===== config.mk =====
export PLATFORM = sky130hd
export DESIGN_NAME = awmc_input_conditioner
export DESIGN_NICKNAME = d
export VERILOG_FILES = /design/src/rtl/awmc_pkg.sv /design/src/rtl/awmc_debounce.sv /design/src/rtl/awmc_input_conditioner.sv
export SDC_FILE = /design/constraint.sdc
export NUM_CORES = 1
export LEC_CHECK = 0
export ABC_AREA = 1
export CAP_MARGIN = 20
export CORE_MARGIN = 3
export CORE_UTILIZATION = 40
export CTS_CLUSTER_SIZE = 25
export DETAILED_ROUTE_END_ITERATION = 12
export SLEW_MARGIN = 15
export SYNTH_ARGS = -nofsm -noshare
export SYNTH_HDL_FRONTEND = slang
export SYNTH_SLANG_ARGS = --single-unit

===== constraint.sdc =====
create_clock -name c_in -period 2.3 [get_ports c_in]
set_input_delay 0.46 -clock c_in [delete_from_list [all_inputs] [get_ports c_in]]
set_output_delay 0.46 -clock c_in [all_outputs]
set_load 0.02 [all_outputs]

===== src/rtl/awmc_pkg.sv =====
// Shared AWMC definitions: default front-end timing and the controller stage encodings
// used by every stage downstream of the input conditioner.
package awmc_pkg;

    localparam int AWMC_TICK_DIV  = 50;
    localparam int AWMC_DB_CYCLES = 4;

    typedef enum logic [2:0] {
        AWMC_FILL  = 3'b000,
        AWMC_WASH  = 3'b001,
        AWMC_RINSE = 3'b010,
        AWMC_SPIN  = 3'b011,
        AWMC_STOP  = 3'b100,
        AWMC_IDLE  = 3'b111
    } awmc_stage_t;

endpackage


===== src/rtl/awmc_debounce.sv =====
// Two-flop synchronizer followed by a consecutive-difference debouncer for one
// asynchronous panel input. The stable level only follows after DB_CYCLES agreeing cycles.
module awmc_debounce
    import awmc_pkg::*;
#(
    parameter  int DB_CYCLES = AWMC_DB_CYCLES,
    localparam int DW        = $clog2(DB_CYCLES + 1)
) (
    input  logic c_in,
    input  logic reset,
    input  logic raw,
    output logic stable
);

    logic          sync1;
    logic          sync2;
    logic [DW-1:0] cnt;

    always_ff @(posedge c_in or negedge reset) begin
        if (!reset) begin
            sync1 <= 1'b0;
            sync2 <= 1'b0;
        end else begin
            sync1 <= raw;
            sync2 <= sync1;
        end
    end

    // Any cycle of agreement with the stable value restarts the count.
    always_ff @(posedge c_in or negedge reset) begin
        if (!reset) begin
            cnt    <= '0;
            stable <= 1'b0;
        end else if (sync2 == stable) begin
            cnt <= '0;
        end else if (cnt == DW'(DB_CYCLES - 1)) begin
            cnt    <= '0;
            stable <= sync2;
        end else begin
            cnt <= cnt + DW'(1);
        end
    end

endmodule


===== src/rtl/awmc_input_conditioner.sv =====
// Panel front-end for the AWMC controller: debounced lid/pause levels, a start request
// stretched to the next controller tick, and the slow tick used as the controller's enable.
module awmc_input_conditioner
    import awmc_pkg::*;
#(
    parameter  int TICK_DIV  = AWMC_TICK_DIV,
    parameter  int DB_CYCLES = AWMC_DB_CYCLES,
    localparam int TW        = $clog2(TICK_DIV)
) (
    input  logic c_in,
    input  logic reset,
    input  logic start_btn,
    input  logic pause_btn,
    input  logic lid_raw,
    output logic tick,
    output logic start,
    output logic pause,
    output logic lid
);

    logic [TW-1:0] tick_cnt;
    logic          stable_start;
    logic          stable_pause;
    logic          stable_lid;
    logic          prev_stable_start;
    logic          start_latch;
    logic          rise;

    awmc_debounce #(.DB_CYCLES(DB_CYCLES)) u_db_start (
        .c_in   (c_in),
        .reset  (reset),
        .raw    (start_btn),
        .stable (stable_start)
    );

    awmc_debounce #(.DB_CYCLES(DB_CYCLES)) u_db_pause (
        .c_in   (c_in),
        .reset  (reset),
        .raw    (pause_btn),
        .stable (stable_pause)
    );

    awmc_debounce #(.DB_CYCLES(DB_CYCLES)) u_db_lid (
        .c_in   (c_in),
        .reset  (reset),
        .raw    (lid_raw),
        .stable (stable_lid)
    );

    // tick is registered, so it lands one cycle after the counter's last value.
    always_ff @(posedge c_in or negedge reset) begin
        if (!reset) begin
            tick_cnt <= '0;
            tick     <= 1'b0;
        end else begin
            tick <= (tick_cnt == TW'(TICK_DIV - 1));
            if (tick_cnt == TW'(TICK_DIV - 1)) begin
                tick_cnt <= '0;
            end else begin
                tick_cnt <= tick_cnt + TW'(1);
            end
        end
    end

    assign rise = stable_start & ~prev_stable_start;

    // Set has priority over the tick clear so a press arriving on a tick cycle is
    // still delivered on the following tick.
    always_ff @(posedge c_in or negedge reset) begin
        if (!reset) begin
            prev_stable_start <= 1'b0;
            start_latch       <= 1'b0;
        end else begin
            prev_stable_start <= stable_start;
            if (rise && !stable_pause) begin
                start_latch <= 1'b1;
            end else if (tick) begin
                start_latch <= 1'b0;
            end
        end
    end

    assign start = start_latch;
    assign pause = stable_pause;
    assign lid   = stable_lid;

endmodule


---- Word level (Yosys, flattened, before mapping) ----
Index checks and enable logic that the tools add are counted.
storage, ports and cells
  input bits .............................. 5
  register bits after elaboration ......... 27
  word-level logic and storage cells ...... 47
cells by class
  reductions and logical operators ........ 6
  add/subtract/negate cells ............... 4
  mux-type cells .......................... 9
  bitwise logic cells ..................... 5
  equal/unequal tests ..................... 7
operator list
  cell                 count
  $mux 3               6
  $add 3x1->3 const B  3
  $eq 3x2->1 const B   3
  $add 6x1->6 const B  1
  $eq 6x6->1 const B   1
  $mux 6               1
  $reduce_and 2->1     3
  $not 1->1            4
  $eq 1x1->1           3
  $mux 1               2
  $reduce_bool 2->1    1
  $and 1x1->1          1
  $logic_and 1x1->1    1
  $logic_not 1->1      1

---- Depth between registers and ports, before layout ----
  depth in word-level cells ............... 4
  gate-level depth with buffers ........... 5
  gate-level depth less buffers ........... 5

---- By module ----
A second synthesis with hierarchy kept.
second synthesis, totals
  cells, all modules ...................... 116
  area total of the unflattened synthesis .. 1,107.3 sq um
modules (own cells, without submodules)
  module                  times used  area each (sq um)  cells each
  awmc_debounce           3           239.0              25
  awmc_input_conditioner  1           390.4              41

---- Worst setup path before layout ----
OpenSTA, ideal clock, no wires.
  path kind ............................... reg2reg
  start point ............................. register tick_cnt[0]
  end point ............................... register tick_cnt[2]
  data arrival time ....................... 916 ps
  buffers on the path ..................... 0
  stages on the path, launching flop included .. 5
  clock period less this slack ............ 1,030 ps
  data required time ...................... 2,186 ps
  library setup time ...................... 114 ps
  slack ................................... 1,270 ps
  cells stage by stage .................... dfrtp_1 > ha_1 > or2_1 > nand3_1 > inv_1
between the ends
  word-level cells in the longest chain between the ends .. 2
  elaborated cells on any way between the ends .. 3
RTL lines
  element                                    line                                                        RTL
  start, declared                            awmc_input_conditioner.sv:21                                logic [TW-1:0] tick_cnt;
  start signal, assigned                     awmc_input_conditioner.sv:60                                tick_cnt <= tick_cnt + TW'(1);
  $add 6x1->6 or $eq 6x6->1 (tied branches)  awmc_input_conditioner.sv:60, awmc_input_conditioner.sv:57
  $mux 6 (*)                                 awmc_input_conditioner.sv:57                                if (tick_cnt == TW'(TICK_DIV - 1)) begin
Every way passes the cells marked *; elsewhere a longest branch is shown, timed or not.
A chain may end at the register's enable or synchronous reset.

---- Worst setup path in the final report ----
  start point ............................. register u_db_pause.stable
  end point ............................... output pause
RTL lines
  element                 line                          RTL
  start, declared         awmc_debounce.sv:12           output logic stable
  start signal, assigned  awmc_debounce.sv:38           stable <= sync2;
  end, declared           awmc_input_conditioner.sv:17  output logic pause,
No word-level cell between the ends.

==> run summary <==
Setup violations, final -> 0
Vias in the first global route -> 590
Initial Util -> 0.445
Crit share post-route -> 0.785
Die Ht -> 57.0 microns
Total power -> 1.02 mW
Routed len/inst -> 10.3 microns
Cts-stage hold buffer count -> 0
Worst VDD drop -> 399 uV
Die W -> 57.0 microns
Critical Path RT -> 1.84 ns
Clock share of power -> 0.192
Met3 wire length -> 49 microns
I/O pins -> 9
Cell family with most CP delay -> buffers and inverters
DR iter-0 viols -> 17
Root Buffer -> clkbuf_4
All-Layer GR Usage -> 0.102
Uppermost layer routed -> met4
Mapped Area -> 0.00104 sq mm
#FFs+latches synth -> 27
Area contributors post-synth -> dfrtp_1 (65%), nand2_1 (6.5%), ha_1 (6.0%)
Pwr/cell area -> 857 mW/mm^2
Setup Buffers After CTS -> 0
Post-route DRC -> 0
Logic gate share of total power -> 0.219
Crit path time final -> 1.80 ns
Net count, final -> 122
Worst slew pin tran -> 0.328 ns
Met2 WL -> 685 microns
Synth Net Count -> 108
N_diodes -> 0
DR vias -> 632
RSZ-0062 raised after global routing -> no
Vias per cell -> 4.55
H-tree lvl count -> 1
Proportion of layout cells with a drive suffix above 1 -> 0.0811
Clk slew on worst S/H paths -> 0.14 ns
Worst Path Buf+Inv -> 1
Max-Cap Viols -> 0
Wl on met1 -> 675 microns
Synthesis warning total -> 0
CTS tree -> built
Leakage -> 0.615 nW
Post-CTS sizing -> 0
First-pass GRT wire length -> 2570 microns
Fmax -> 0.554 GHz
Port bufs -> 8
Post-synthesis cell type count -> 15
Crit-path max FO -> 3
Int Power -> 0.720 mW
Initial antenna violation count -> 0
Total clock buffers created by CTS -> 3
Clock sink count -> 27
Kind of critical path -> reg -> out
Status -> completed
Core area -> 0.00234 sq mm
Final hold violation count -> 0
Sw Share -> 0.296
Routed WL -> 1430 microns
FILL cells -> 230
Seq/Total Area, Yosys -> 0.648
Worst skew pair latency -> 0.31 ns
Post-Route Setup TNS -> 0 ns
Num rows -> 17
Avg Cell Area, Syn -> 10.6 sq um
Net switching power figure -> 0.303 mW
GP Congestion -> 0.771
Area leader, netlist -> dfrtp_1
Relative slew slack -> 0.781
Slowest Stage Delay on Critical Path -> 0.62 ns
Slowest CP cell -> clkdlybuf4s50_1
Largest net degree at the start of global routing -> 28
CP endpoint kind -> output pin
Post-Synthesis Cells -> 98
Data arrival time of the worst path -> 1.34 ns
Final Skew -> 0.00632 ns
Antenna-violating nets left -> 0
Pre-antenna DRT Iters -> 2
Syn-to-layout area delta -> 14.4%
Post-DP HPWL -> 1070 microns
Cell Chain, Critical Path -> clkdlybuf4s50_1
Critical path startpoint category -> register
Worst hold path class -> reg -> reg
GRT Residual Overflow -> 0
Worst-case clock buffer depth -> 2
Sequential share of power -> 0.589
Area of the die -> 0.00325 sq mm
Top-area cell type share of the netlist area -> 0.648
Final Max Slew Viols -> 0
stage by stage:
stage | hold slack [ns] | util | std cells | area, sq um | worst slack (ns)
6_report | 0.367 | 0.510 | 139 | 1190 | 0.495
5_1_grt | 0.382 | 0.510 | 139 | 1190 | 0.409
4_1_cts | 0.370 | 0.510 | 139 | 1190 | 0.487
3_5_place_dp | 0.337 | 0.498 | 135 | 1160 | 0.864
3_3_place_gp | 0.334 | 0.498 | 135 | 1160 | 0.877
2_1_floorplan | 0.164 | - | 98 | 1040 | 1.27
cell usage in the layout (no fill, tap or decap), types with 2 or more instances in the layout:
cell type and n:
dfrtp_1 27, xor2_1 2, o21ai_0 2, nor2_1 12, nand2_1 18, inv_1 16, nand3_1 3, xnor2_1 3
clkdlybuf4s50_1 8, nand3_2 2, nor3_1 4, clkbuf_4 3, ha_1 5
sequential cells by signal, indices dropped and copies added (netlist names):
name and count:
u_db_lid.sync1 1, prev_stable_start 1, u_db_start.cnt 3, start 1, u_db_start.stable 1, tick 1, u_db_pause.sync2 1, tick_cnt 6
u_db_pause.stable 1, u_db_start.sync1 1, u_db_lid.stable 1, u_db_pause.sync1 1, u_db_start.sync2 1, u_db_pause.cnt 3, u_db_lid.cnt 3, u_db_lid.sync2 1
final cells by class:
| cell class | count | area (sq um) | area share |
|---|---|---|---|
| clock buffers | 3 | 22.5 | 0.0189 |
| clock inverters | 1 | 5.00 | 0.00420 |
| inverters | 17 | 63.8 | 0.0535 |
| multi-input cells | 54 | 303 | 0.254 |
| flip-flops and latches | 27 | 676 | 0.567 |
| well taps | 28 | 35.0 | 0.0294 |
| repair buffers | 9 | 87.6 | 0.0735 |
worst paths after layout:
| check | start | slack, ns | depth (start not counted) | endpoint |
|---|---|---|---|---|
| setup reg to reg | tick_cnt[0] | 1.21 | 4 | tick_cnt[4] |
| hold / removal | u_db_start.sync1 | 0.37 | 0 | u_db_start.sync2 |
| setup / recovery | u_db_pause.stable | 0.50 | 1 | pause |
| min in group asynchronous | reset | 0.50 | 2 | u_db_lid.cnt[0] |
| hold reg to reg | u_db_start.sync1 | 0.37 | 0 | u_db_start.sync2 |
| max in group asynchronous | reset | 1.56 | 2 | tick_cnt[0] |
power by group through the flow:
stage                     combinational [mW]  sequential [mW]  clock (mW)
after floorplan                        0.130            0.620           0
after global placement                 0.218            0.605           0
after detailed placement               0.231            0.612           0
after CTS                              0.231            0.602       0.208
after global routing                   0.264            0.616       0.231
final                                  0.224            0.602       0.196
cell usage after synthesis:
cell     number
dfrtp_1      27
nor2_2        1
or2_1         1
o21ai_0       2
nor2_1       12
inv_1        16
nor3_1        4
o22ai_1       1
nand3_2       2
inv_2         1
nand3_1       3
nand2_1      18
xor2_1        2
xnor2_1       3
ha_1          5
logic make-up (layout without fill, tap and decap cells):
group           count (synthesis)  count (layout)  share of synthesized area
xor+xnor                        5               5                     0.0420
fa+ha+maj                       5               5                     0.0600
simple gates                   41              41                      0.173
buf+inv                        17              30                     0.0612
flops                          27              27                      0.648
compound gates                  3               3                     0.0156
metal layers:
metal,vias to the layer above,global-route usage
met5,-,0
met4,0,0.0497
met3,2,0.0271
met2,6,0.165
met1,300,0.126
li1,324,-
No activity file was read; power rests on OpenSTA's default activity.
==> patch, RTL diff (config.mk and constraints unchanged) <==
Change the package constant `AWMC_TICK_DIV` from 50 to 100.
--- a/src/rtl/awmc_pkg.sv
+++ b/src/rtl/awmc_pkg.sv
@@ -3,5 +3,5 @@
 package awmc_pkg;
 
-    localparam int AWMC_TICK_DIV  = 50;
+    localparam int AWMC_TICK_DIV  = 100;
     localparam int AWMC_DB_CYCLES = 4;
 
Behaviour: same outputs for any inputs over 10 cycles, from zero or initial values and one cycle with reset low; that may be too few to reach the edited logic, so the function may still have changed.
==> patch against the unedited design <==
Clock skew is 0.0042 ns higher; combinational power rose by 3%; power grew 14%; synthesized area up 1.1%; sequential cell count is 1 higher; routed wire length shrank 0.49%; die area up 0.97%; critical path depth did not move; maximum frequency fell by 1.8%; setup slack worse by 0.033 ns; sequential power up 2%; sequential share of layout area rose by 0.36 points; non-clock buffer count stayed put; design area up 3.0%; largest power group unchanged.
==> patch: results (changes against the unedited design) <==
Setup crit end = pause
clock share of power = 0.274 (+0.082)
reg-to-reg endpoint = tick_cnt[0]$_DFF_PN0_
dpl hpwl = 1.05 mm (-2.1%)
worst-skew pair later-pin latency = 0.33 ns (+0.02 ns)
clock-cell share of area = 0.0428 (+0.0197)
fraction of cell area in non-clock buffers = 0.0713 (-0.00217)
Finished Layout Cells = 140 (+0.72%)
largest net degree at the start of global routing = 29 (+3.6%)
Synth area leaders = dfrtp_1 67%, nand2_1 7.8%, ha_1 4.8%
status = completed
reg-to-reg setup timing slack = 1.08 ns (-0.13 ns)
average wire per standard cell = 10.1 um (-1.2%)
Syn Inst Count = 99 (+1.0%)
vias in the first global route = 619 (+4.9%)
synth unique cells = 16 (+1)
CP max FO = 4 (+1)
CP arrival = 1.38 ns (+0.04 ns)
FF+latch count, synth = 28 (+3.7%)
first-pass GRT wire length = 2.48 mm (-3.5%)
Peak VDD IR = 0.000598 V (+50%)
drt pass-1 iters = 4 (+2)
Placer Congestion = 0.757 (-1.8%)
dominant synthesized flop cell = dfrtp_1
critical path's largest stage delay = 0.62 ns (about the same)
Seq/Total Area, Yosys = 0.665 (+0.0168)
postcts setup bufs = 0 (unchanged)
Place WS = 0.839 ns (-0.0244 ns)
All-Layer GR Usage = 0.0978 (-0.00417)
max FFs per register = 7 (+1)
Slew @ Worst Pin = 0.338 ns (+0.00982 ns)
Period minus WS final = 1.84 ns (+0.0330 ns)
layout cells sized above 1 = 0.0714 (-0.00965)
Total Nets Final = 122 (unchanged)
Die Footprint = 0.00329 mm2 (+0.97%)
fillcell total = 206 (-10%)
fin area = 0.00123 mm2 (+3.0%)
Vias = 647 (+2.4%)
hold_ws = 0.366 ns (-0.000725 ns)
Non-clk invs = 13 (-4)
Post-synth top cells = 28 x dfrtp_1, 22 x nand2_1, 12 x inv_1, 12 x nor2_1, 5 x nor3_1
cell leakage power = 0.611 nW (-0.65%)
worst reg2reg path depth = 6 (+2)
multi-input logic area = 303 um2 (unchanged)
WHS Path Cells = 0 (unchanged)
share of power burned in registers = 0.529 (-0.060)
Layout Skew = 0.0105 ns (+0.00421 ns)
P_seq = 617 uW (+2%)
Reg area = 701 um2 (+3.7%)
multi-input gate count = 58 (+7.4%)
## patch: changes by cell type after synthesis, moves of 2 or more
cell     before  now
xor2_1        2    0
inv_1        16   12
nand2_1      18   22
nand3_2       2    0
## patch: per-layer routing
metal	GRT usage	vias up	wire [um]
met3	0.0475	2	74
met4	0.0331	0	14
met5	0	-	0
met1	0.114	303	655
li1	-	333	-
met2	0.158	9	675
## patch: cell families (layout without fill, tap and decap cells)
logic type | after synthesis | count (layout) | share of synthesized area
AO/OA/AOI/OAI | 4 | 4 | 0.0226
adder cells (fa/ha/maj) | 4 | 4 | 0.0475
AND/OR/NAND/NOR | 46 | 46 | 0.184
XOR/XNOR | 4 | 4 | 0.0333
buffers and inverters | 13 | 26 | 0.0475
flip-flops | 28 | 28 | 0.665
## patch: worst reg2reg max path, cell delays in order (launching register included)
cell	delay (ns)
dfrtp_1	0.39
ha_1	0.24
inv_1	0.07
nor2_1	0.13
nand4_1	0.14
clkinv_2	0.11
nor2_1	0.04
